**config.mk**
```make
export PLATFORM = sky130hd
export DESIGN_NAME = pid_incr_ctrl
export DESIGN_NICKNAME = d
export VERILOG_FILES = /design/src/rtl/pid_incr_ctrl.sv
export SDC_FILE = /design/constraint.sdc
export NUM_CORES = 1
export LEC_CHECK = 0
export ABC_AREA = 1
export CAP_MARGIN = 25
export CORE_UTILIZATION = 30
export DETAILED_ROUTE_END_ITERATION = 16
export PLACE_DENSITY_LB_ADDON = 0.05
export SYNTH_ARGS = -nofsm -noshare
export SYNTH_HDL_FRONTEND = slang
export SYNTH_SLANG_ARGS = --single-unit
```
**constraint.sdc**
```tcl
create_clock -name clk -period 14.9 [get_ports clk]
set_input_delay 1.49 -clock clk [delete_from_list [all_inputs] [get_ports clk]]
set_output_delay 1.49 -clock clk [all_outputs]
set_load 0.05 [all_outputs]
```
**src/rtl/pid_incr_ctrl.sv**
```systemverilog
`default_nettype none
// ============================================================================
// Module   : pid_incr_ctrl
// Purpose  : Time-multiplexed incremental (velocity-form) PID controller.
//            d_uk = kp*(e0-e1) + ki*e0 + kd*(e0-2*e1+e2), computed with one
//            shared multiplier over three cycles, scaled by FRAC_SH and
//            added to the held output. The clamped sum is what gets stored,
//            so the integrator cannot wind up past the output range.
// Revision : 1.0 - initial release
// ============================================================================
module pid_incr_ctrl #(
    parameter int DATA_W  = 10,
    parameter int GAIN_W  = 4,
    parameter int OUT_W   = 15,
    parameter int FRAC_SH = 0,
    parameter int OUT_MAX = 16383,
    parameter int OUT_MIN = -16384
) (
    input  logic                     clk,
    input  logic                     rst,
    input  logic                     sample_valid_i,
    output logic                     sample_ready_o,
    input  logic signed [DATA_W-1:0] target_i,
    input  logic signed [DATA_W-1:0] y_i,
    input  logic        [GAIN_W-1:0] kp_i,
    input  logic        [GAIN_W-1:0] ki_i,
    input  logic        [GAIN_W-1:0] kd_i,
    input  logic                     clear_i,
    output logic signed [OUT_W-1:0]  uk_o,
    output logic                     out_valid_o,
    output logic                     sat_hi_o,
    output logic                     sat_lo_o,
    output logic                     drop_o
);

    // Internal widths: error, first and second differences, signed gain,
    // product and accumulator. The accumulator holds the sum of three
    // products, so two guard bits above the product width are enough.
    localparam int c_e_w    = DATA_W + 1;
    localparam int c_d1_w   = DATA_W + 2;
    localparam int c_d2_w   = DATA_W + 3;
    localparam int c_g_w    = GAIN_W + 1;
    localparam int c_prod_w = c_d2_w + c_g_w;
    localparam int c_acc_w  = DATA_W + GAIN_W + 6;
    // One bit wider than both operands so uk + increment can never wrap
    // before it is clamped.
    localparam int c_sum_w  = ((c_acc_w > OUT_W) ? c_acc_w : OUT_W) + 1;

    localparam logic signed [c_sum_w-1:0] c_max_s = c_sum_w'(OUT_MAX);
    localparam logic signed [c_sum_w-1:0] c_min_s = c_sum_w'(OUT_MIN);
    localparam logic signed [OUT_W-1:0]   c_max_o = OUT_W'(OUT_MAX);
    localparam logic signed [OUT_W-1:0]   c_min_o = OUT_W'(OUT_MIN);

    typedef enum logic [2:0] {
        S_IDLE = 3'd0,
        S_DIFF = 3'd1,
        S_MP   = 3'd2,
        S_MI   = 3'd3,
        S_MD   = 3'd4,
        S_UPD  = 3'd5
    } state_t;

    state_t                     state_q;
    logic signed [c_e_w-1:0]    e0_q, e1_q, e2_q;
    logic signed [c_d1_w-1:0]   d1_q;
    logic signed [c_d2_w-1:0]   d2_q;
    logic        [GAIN_W-1:0]   kp_q, ki_q, kd_q;
    logic signed [c_acc_w-1:0]  acc_q;
    logic signed [OUT_W-1:0]    uk_q;
    logic                       out_valid_q;
    logic                       sat_hi_q;
    logic                       sat_lo_q;
    logic                       drop_q;

    logic signed [c_e_w-1:0]    w_e_new;
    logic signed [c_d1_w-1:0]   w_d1;
    logic signed [c_d2_w-1:0]   w_d2;
    logic signed [c_d2_w-1:0]   w_mul_a;
    logic signed [c_g_w-1:0]    w_mul_b;
    logic signed [c_prod_w-1:0] w_prod;
    logic signed [c_acc_w-1:0]  w_acc_add;
    logic signed [c_sum_w-1:0]  w_sum;
    logic signed [OUT_W-1:0]    uk_d;
    logic                       sat_hi_d;
    logic                       sat_lo_d;
    logic                       w_drop;

    assign w_e_new = c_e_w'(target_i) - c_e_w'(y_i);
    assign w_d1    = c_d1_w'(e0_q) - c_d1_w'(e1_q);
    assign w_d2    = c_d2_w'(e0_q) - (c_d2_w'(e1_q) <<< 1) + c_d2_w'(e2_q);

    // Shared multiplier operand select: one product per state MP/MI/MD.
    always_comb begin
        w_mul_a = '0;
        w_mul_b = '0;
        case (state_q)
            S_MP: begin
                w_mul_a = c_d2_w'(d1_q);
                w_mul_b = $signed({1'b0, kp_q});
            end
            S_MI: begin
                w_mul_a = c_d2_w'(e0_q);
                w_mul_b = $signed({1'b0, ki_q});
            end
            S_MD: begin
                w_mul_a = d2_q;
                w_mul_b = $signed({1'b0, kd_q});
            end
            default: begin
                w_mul_a = '0;
                w_mul_b = '0;
            end
        endcase
    end

    assign w_prod    = c_prod_w'(w_mul_a) * c_prod_w'(w_mul_b);
    assign w_acc_add = acc_q + c_acc_w'(w_prod);

    // Arithmetic shift of the signed accumulator rounds toward -infinity.
    assign w_sum = c_sum_w'(uk_q) + c_sum_w'(acc_q >>> FRAC_SH);

    // Clamp the new output and flag which side (if any) was hit.
    always_comb begin
        uk_d     = w_sum[OUT_W-1:0];
        sat_hi_d = 1'b0;
        sat_lo_d = 1'b0;
        if (w_sum > c_max_s) begin
            uk_d     = c_max_o;
            sat_hi_d = 1'b1;
        end else if (w_sum < c_min_s) begin
            uk_d     = c_min_o;
            sat_lo_d = 1'b1;
        end
    end

    assign w_drop = sample_valid_i && (state_q != S_IDLE);

    // Sequencer: accept, difference, three multiply-accumulates, update.
    always_ff @(posedge clk or posedge rst) begin
        if (rst) begin
            state_q     <= S_IDLE;
            e0_q        <= '0;
            e1_q        <= '0;
            e2_q        <= '0;
            d1_q        <= '0;
            d2_q        <= '0;
            kp_q        <= '0;
            ki_q        <= '0;
            kd_q        <= '0;
            acc_q       <= '0;
            uk_q        <= '0;
            out_valid_q <= 1'b0;
            sat_hi_q    <= 1'b0;
            sat_lo_q    <= 1'b0;
            drop_q      <= 1'b0;
        end else begin
            out_valid_q <= 1'b0;
            drop_q      <= w_drop;
            if (clear_i) begin
                state_q  <= S_IDLE;
                e0_q     <= '0;
                e1_q     <= '0;
                e2_q     <= '0;
                d1_q     <= '0;
                d2_q     <= '0;
                acc_q    <= '0;
                uk_q     <= '0;
                sat_hi_q <= 1'b0;
                sat_lo_q <= 1'b0;
            end else begin
                case (state_q)
                    S_IDLE: begin
                        if (sample_valid_i) begin
                            e0_q    <= w_e_new;
                            kp_q    <= kp_i;
                            ki_q    <= ki_i;
                            kd_q    <= kd_i;
                            state_q <= S_DIFF;
                        end
                    end
                    S_DIFF: begin
                        d1_q    <= w_d1;
                        d2_q    <= w_d2;
                        state_q <= S_MP;
                    end
                    S_MP: begin
                        acc_q   <= c_acc_w'(w_prod);
                        state_q <= S_MI;
                    end
                    S_MI: begin
                        acc_q   <= w_acc_add;
                        state_q <= S_MD;
                    end
                    S_MD: begin
                        acc_q   <= w_acc_add;
                        state_q <= S_UPD;
                    end
                    S_UPD: begin
                        uk_q        <= uk_d;
                        sat_hi_q    <= sat_hi_d;
                        sat_lo_q    <= sat_lo_d;
                        out_valid_q <= 1'b1;
                        e2_q        <= e1_q;
                        e1_q        <= e0_q;
                        state_q     <= S_IDLE;
                    end
                    default: state_q <= S_IDLE;
                endcase
            end
        end
    end

    assign sample_ready_o = (state_q == S_IDLE);
    assign uk_o           = uk_q;
    assign out_valid_o    = out_valid_q;
    assign sat_hi_o       = sat_hi_q;
    assign sat_lo_o       = sat_lo_q;
    assign drop_o         = drop_q;

endmodule
`default_nettype wire

```
# == Word level (Yosys, flattened, before mapping) ==
# Index checks and enable logic that the tools add are counted.
# op_classes
add_sub_neg,6
n_mul,1
magnitude_cmp,2
n_eq_ne,6
n_mux,31
n_bitwise,1
reduce_logical,11
# ops
operator,n
11-bit 2-to-1 mux,7
15-bit 2-to-1 mux,4
20-bit case mux with 2 select lines,1
13-bit case mux with 3 select lines,1
13-bit 2-to-1 mux,2
12-bit 2-to-1 mux,2
15-bit by 20-bit adder with 21-bit output,1
21-bit by 15-bit greater-than comparator with 1-bit output (second input constant),1
21-bit by 15-bit < comparator with 1-bit output (second input constant),1
20-bit by 18-bit adder with 20-bit output,1
20-bit 2-to-1 mux,1
13-bit by 5-bit multiplier with 18-bit output,1
3-bit case mux with 5 select lines,1
13-bit by 11-bit adder with 13-bit output,1
11-bit by 12-bit subtractor with 13-bit output,1
4-bit case mux with 3 select lines,1
11-bit by 11-bit subtractor with 12-bit output,1
10-bit by 10-bit subtractor with 11-bit output,1
1-bit 2-to-1 mux,9
2-bit nonzero test,4
3-bit by 2-bit equality test with 1-bit output (second input constant),2
3-bit equality test (second input constant),2
3-bit 2-to-1 mux,2
3-bit nonzero test,2
8 further kinds,8
# totals
register_bits,112
inputBits,36
output_inout_bits,20

# == Logic depth before layout (Yosys ltp) ==
# logic_depth
depth_word,6
ltp_mapped,35
mapped_depth_nobuf,34

# == Worst setup path after synthesis ==
# No wires, ideal clock.
# synth_path
path_type,reg2reg
start,reg state_q[2]
end,reg acc_q[17]
setup_time_ps,76
arrival_time_ps,5283
path_slack_ps,9541
path_stages_with_launch,31
period_less_slack_ps,5359
path_cell_list,dfrtp_1 inv_2 nand3_2 clkbuf_1 o221ai_1 clkbuf_1 nand2_1 inv_1 ha_1 fa_1 inv_1 fa_1 inv_1 ha_1 inv_1 nor3_1 nand2_1 nand3_1 a21oi_1 o21bai_1 inv_1 nand2_1 nand2_1 ha_1 nand2_1 nor4_1 nand4_1 nand3_1 xor2_1 nor2_1 o21ai_1
# synth_between
elab_chain_cells,6
# synth_rtl
element,line,rtl
from (decl),63,state_t state_q;
from (signal assigned),141,state_q <= S_IDLE;
from (signal assigned),160,state_q <= S_IDLE;
from (signal assigned),178,state_q <= S_DIFF;
3-bit equality test or 3-bit by 2-bit equality test with 1-bit output (tied branches),"96, 171",
13-bit case mux with 3 select lines or 4-bit case mux with 3 select lines (tied branches),96,case (state_q)
13-bit by 5-bit multiplier with 18-bit output,116,assign w_prod = c_prod_w'(w_mul_a) * c_prod_w'(w_mul_b);
20-bit by 18-bit adder with 20-bit output,117,assign w_acc_add = acc_q + c_acc_w'(w_prod);
20-bit case mux with 2 select lines,171,case (state_q)
20-bit 2-to-1 mux,159,if (clear_i) begin
to (signal assigned),187,acc_q <= c_acc_w'(w_prod);
to (signal assigned),191,acc_q <= w_acc_add;
to (signal assigned),195,acc_q <= w_acc_add;
to (decl),68,logic signed [c_acc_w-1:0] acc_q;
# Parallel ways exist; a longest one is shown, timed or not.
# A chain may end at the register's enable or synchronous reset.

# == Worst setup path in the final report ==
# Ends and elaborated chain as after synthesis.

==> metrics.md <==
| Metric | Value |
|---|---|
| R2R depth | 29 |
| Die Area | 37490 um2 |
| Max stage delay on crit path | 0.65 ns |
| Post-CTS Setup Bufs | 0 |
| Register area share after synthesis | 25.44% |
| Netlist cell types | 53 |
| RSZ-0062 raised after global routing | no |
| Clock skew | 0.01745 ns |
| Grt total ovfl | 0 |
| Synth Cell Area | around 11000 um2 |
| Pint | 524.5 uW |
| Fmax | 0.1560 GHz |
| Setup violations, final | 0 |
| Detailed-router iteration count before antenna repair | 7 |
| Vias per cell | 4.741 |
| CTS root buf | clkbuf_16 |
| Register bit count reported by yosys | 112 |
| First-pass GRT wire length | 54.79 mm |
| Pwr/cell area | ~67 nW/um2 |
| CP Data Required Time | 15.22 ns |
| Worst-case clock buffer depth | 2 |
| H-Tree Depth | 3 |
| Avg WL per Cell | 16.24 um |
| Area delta synth->final | 12.38% |
| Total power | 831.3 uW |
| Initial core utilization | 30.75% |
| Worst hold slack | 0.4760 ns |
| Hold Fails Final Rpt | 0 |
| GPL Wtd Cong | between 0.8 and 0.9 |
| Leakage Power | just under 0.007 uW |
| Worst ir drop on vdd | between 0.06 and 0.07 mV |
| Worst slew margin | 39.15% |
| Measured slew at the worst slew-check pin | 0.9098 ns |
| Ys async rst share | 100.0% |
| Total CTS buffers | 9 |
| Clock transition at path regs | 0.09 ns |
| Io pins | 56 |
| Critical path capture point type | register |
| Final period util | 43.03% |
| DIE WIDTH | 193.6 um |
| Hold Buf Count CTS | 0 |
| Worst min-delay path class | register to register |
| CP Class | register to register |
| Area of the multi-input gates | ~6900 um2 |
| Initial antenna violation count | 0 |
| CP startpoint | state_q[2]$_DFFE_PP0P_ |
| Post-layout util | 34.55% |
| Fin. max-slew vios | 0 |
| Syn nets | 1745 |
| Die H | ~190 um |
| Synth Flop Type | dfrtp_1 |
| Syn Inst Count | roughly 1.6k |
| Net Sw Frac | 36.90% |
| Vias in the first global route | 9959 |
| Fin nets | 1794 |
| Post-synth EDFFs | 0 |
| Setup TNS | 0 ns |
| R2R Setup Slk | 8.49 ns |
| Max Cap Violations | 0 |
| DRC | 0 |
| Drt total wl | 33.67 mm |
| Clock latency on the worst-skew pair | 0.38 ns |
| Clk sinks | 112 |
| Initial DRC Count | 647 |
| TritonCTS clock tree | built |
| Status | complete, no violations |
| Sw Pwr | just over 300 uW |
| Register area | ~2800 um2 |
| Via Count | ~9.8k |
| Post-CTS Resized | 0 |
| Terminus of the critical flop-to-flop path | acc_q[17]$_DFFE_PP0P_ |
| Worst R2R Start | state_q[2]$_DFFE_PP0P_ |
| Core area | 35830 um2 |
| Clock power frac | 29.9% |
| Startpoint types | register |
| Worst Path Max Fanout | 14 |
| Buffers on Ports | 55 |
| DPL Wire Length | 27.07 mm |
| Flop pwr share | 40.9% |
| Rows | 69 |
| Combinational share of power | 29.1% |
| Largest net degree at the start of global routing | 71 |
| Minimum clock period | 6.411 ns |
| Syn avg cell area | ~7 um2 |
| Total track usage | 18.74% |
| Share of layout cells above drive strength 1 | 5.704% |
| ANT cells | 0 |
| Fillers | 3882 |
| Setup crit end | acc_q[17]$_DFFE_PP0P_ |
| Post-DRT Antenna Nets | 0 |
| Critical path data arrival time | 6.73 ns |
| Yosys warnings | 0 |
| Critical Path Slowest Stage Cell | o221ai_1 |
flip-flops by register name, summed over array words and instances, names as in the netlist:
| signal | count |
|---|---|
| kd_q | 4 |
| out_valid_o | 1 |
| e0_q | 11 |
| acc_q | 20 |
| drop_o | 1 |
| e1_q | 11 |
| state_q | 3 |
| d2_q | 13 |
| e2_q | 11 |
| sat_hi_o | 1 |
| d1_q | 12 |
| sat_lo_o | 1 |
| kp_q | 4 |
| uk_o | 15 |
| ki_q | 4 |
area by class of cell:
| type | instances | share of cell area, % |
|---|---|---|
| multi-input combinational | 1107 | 55.69 |
| sequential | 112 | 22.64 |
| inverter | 314 | 9.561 |
| timing repair buffer | 65 | 5.215 |
| tap | 461 | 4.659 |
| clock buffer | 9 | 1.819 |
| clock inverter | 6 | 0.4144 |
power groups by stage:
stage / logic (uW) / clock network (uW) / registers [uW]
floorplan: 165 / 0 / 343
global placement: 243 / 0 / 346
detailed placement: 243 / 0 / 346
CTS: 244 / 262 / 340
global route: 273 / 271 / 343
finish: 242 / 249 / 340
worst max-delay path, delay by kind of cell (launching register included):
family	cells	cell delay (ns)
and+or+nand+nor	12	1.82
adders and majority gates	5	2.04
xor gates and xnor gates	1	0.16
AOI/OAI and AO/OA	4	1.11
buffers and inverters	7	0.70
DFF	1	0.46
worst min path at each step:
| stage | start | to | slack [ns] | cells past startpoint |
|---|---|---|---|---|
| floorplan | kd_q[2]$_DFFE_PP0P_ | kd_q[2]$_DFFE_PP0P_ | 0.44 | 2 |
| detailed placement | kd_q[2]$_DFFE_PP0P_ | kd_q[2]$_DFFE_PP0P_ | 0.47 | 2 |
| global placement | kd_q[2]$_DFFE_PP0P_ | kd_q[2]$_DFFE_PP0P_ | 0.46 | 2 |
| finish | kd_q[2]$_DFFE_PP0P_ | kd_q[2]$_DFFE_PP0P_ | 0.48 | 2 |
| global route | d1_q[4]$_DFFE_PP0P_ | d1_q[4]$_DFFE_PP0P_ | 0.52 | 2 |
| CTS | kd_q[2]$_DFFE_PP0P_ | kd_q[2]$_DFFE_PP0P_ | 0.48 | 2 |
stage by stage:
step           std cells  instance area (um2)  setup WS (ns)
3_3_place_gp        2057                12070          8.353
2_1_floorplan       1560                11020          9.541
3_5_place_dp        2058                12080          8.451
5_1_grt             2074                12380          7.850
4_1_cts             2073                12350          8.422
6_report            2074                12380          8.489
Yosys cell counts, types with 2 or more instances:
library cell | n | share of area (%)
o31ai_1 | 5 | 0.34
fa_1 | 42 | 7.6
a31oi_1 | 5 | 0.28
o21ai_2 | 2 | 0.16
o21a_1 | 5 | 0.34
buf_2 | 7 | 0.32
inv_2 | 8 | 0.27
nand3b_1 | 2 | 0.14
a21o_1 | 6 | 0.41
ha_1 | 107 | 12
o21bai_1 | 6 | 0.41
clkinv_1 | 2 | 0.068
nand3_2 | 15 | 1.4
xnor2_1 | 8 | 0.64
nor2_2 | 7 | 0.40
nand2_1 | 426 | 15
nor2_1 | 75 | 2.6
buf_1 | 5 | 0.17
nand3_1 | 61 | 2.8
nand2_2 | 17 | 0.97
o21ai_0 | 81 | 3.7
clkbuf_1 | 11 | 0.37
or2_2 | 5 | 0.28
o2111ai_1 | 3 | 0.24
o221ai_1 | 5 | 0.40
xor2_1 | 22 | 1.7
o211ai_1 | 16 | 1.1
nor3_1 | 16 | 0.73
o21ai_1 | 3 | 0.14
dfrtp_1 | 112 | 25
nand4_1 | 14 | 0.80
a211oi_1 | 2 | 0.14
a22o_1 | 2 | 0.16
a32o_1 | 3 | 0.27
a21oi_2 | 2 | 0.16
a21oi_1 | 102 | 4.6
inv_1 | 303 | 10
o22ai_1 | 32 | 1.8
cells by family (layout without fill, tap and decap cells):
family / after synthesis / in the layout / share of synthesized area (%)
adder cells (fa/ha/maj): 149 / 149 / 19.79
AND/OR/NAND/NOR: 643 / 643 / 24.99
XOR/XNOR: 31 / 31 / 2.533
buffers and inverters: 341 / 394 / 12.07
AO/OA/AOI/OAI: 284 / 284 / 15.18
flip-flops: 112 / 112 / 25.44
layer usage:
metal / track usage [%] / part of all wire [%] / up-vias
li1: - / - / 5085
met1: 24.11 / 47 / 4584
met2: 33.19 / 49 / 139
met3: 2.714 / 2.9 / 25
met4: 3.763 / 1.5 / 0
met5: 0 / 0 / -
layout by cell type, fill, tap and decap left out, types with 16 or more instances in the layout:
cell / n
o211ai_1: 16
nand3_1: 61
xor2_1: 22
o22ai_1: 32
nand2_2: 17
fa_1: 42
inv_1: 302
o21ai_0: 81
a21oi_1: 102
clkdlybuf4s50_1: 55
dfrtp_1: 112
nand2_1: 426
nor2_1: 75
ha_1: 107
Power figures use the tool's default switching activity.
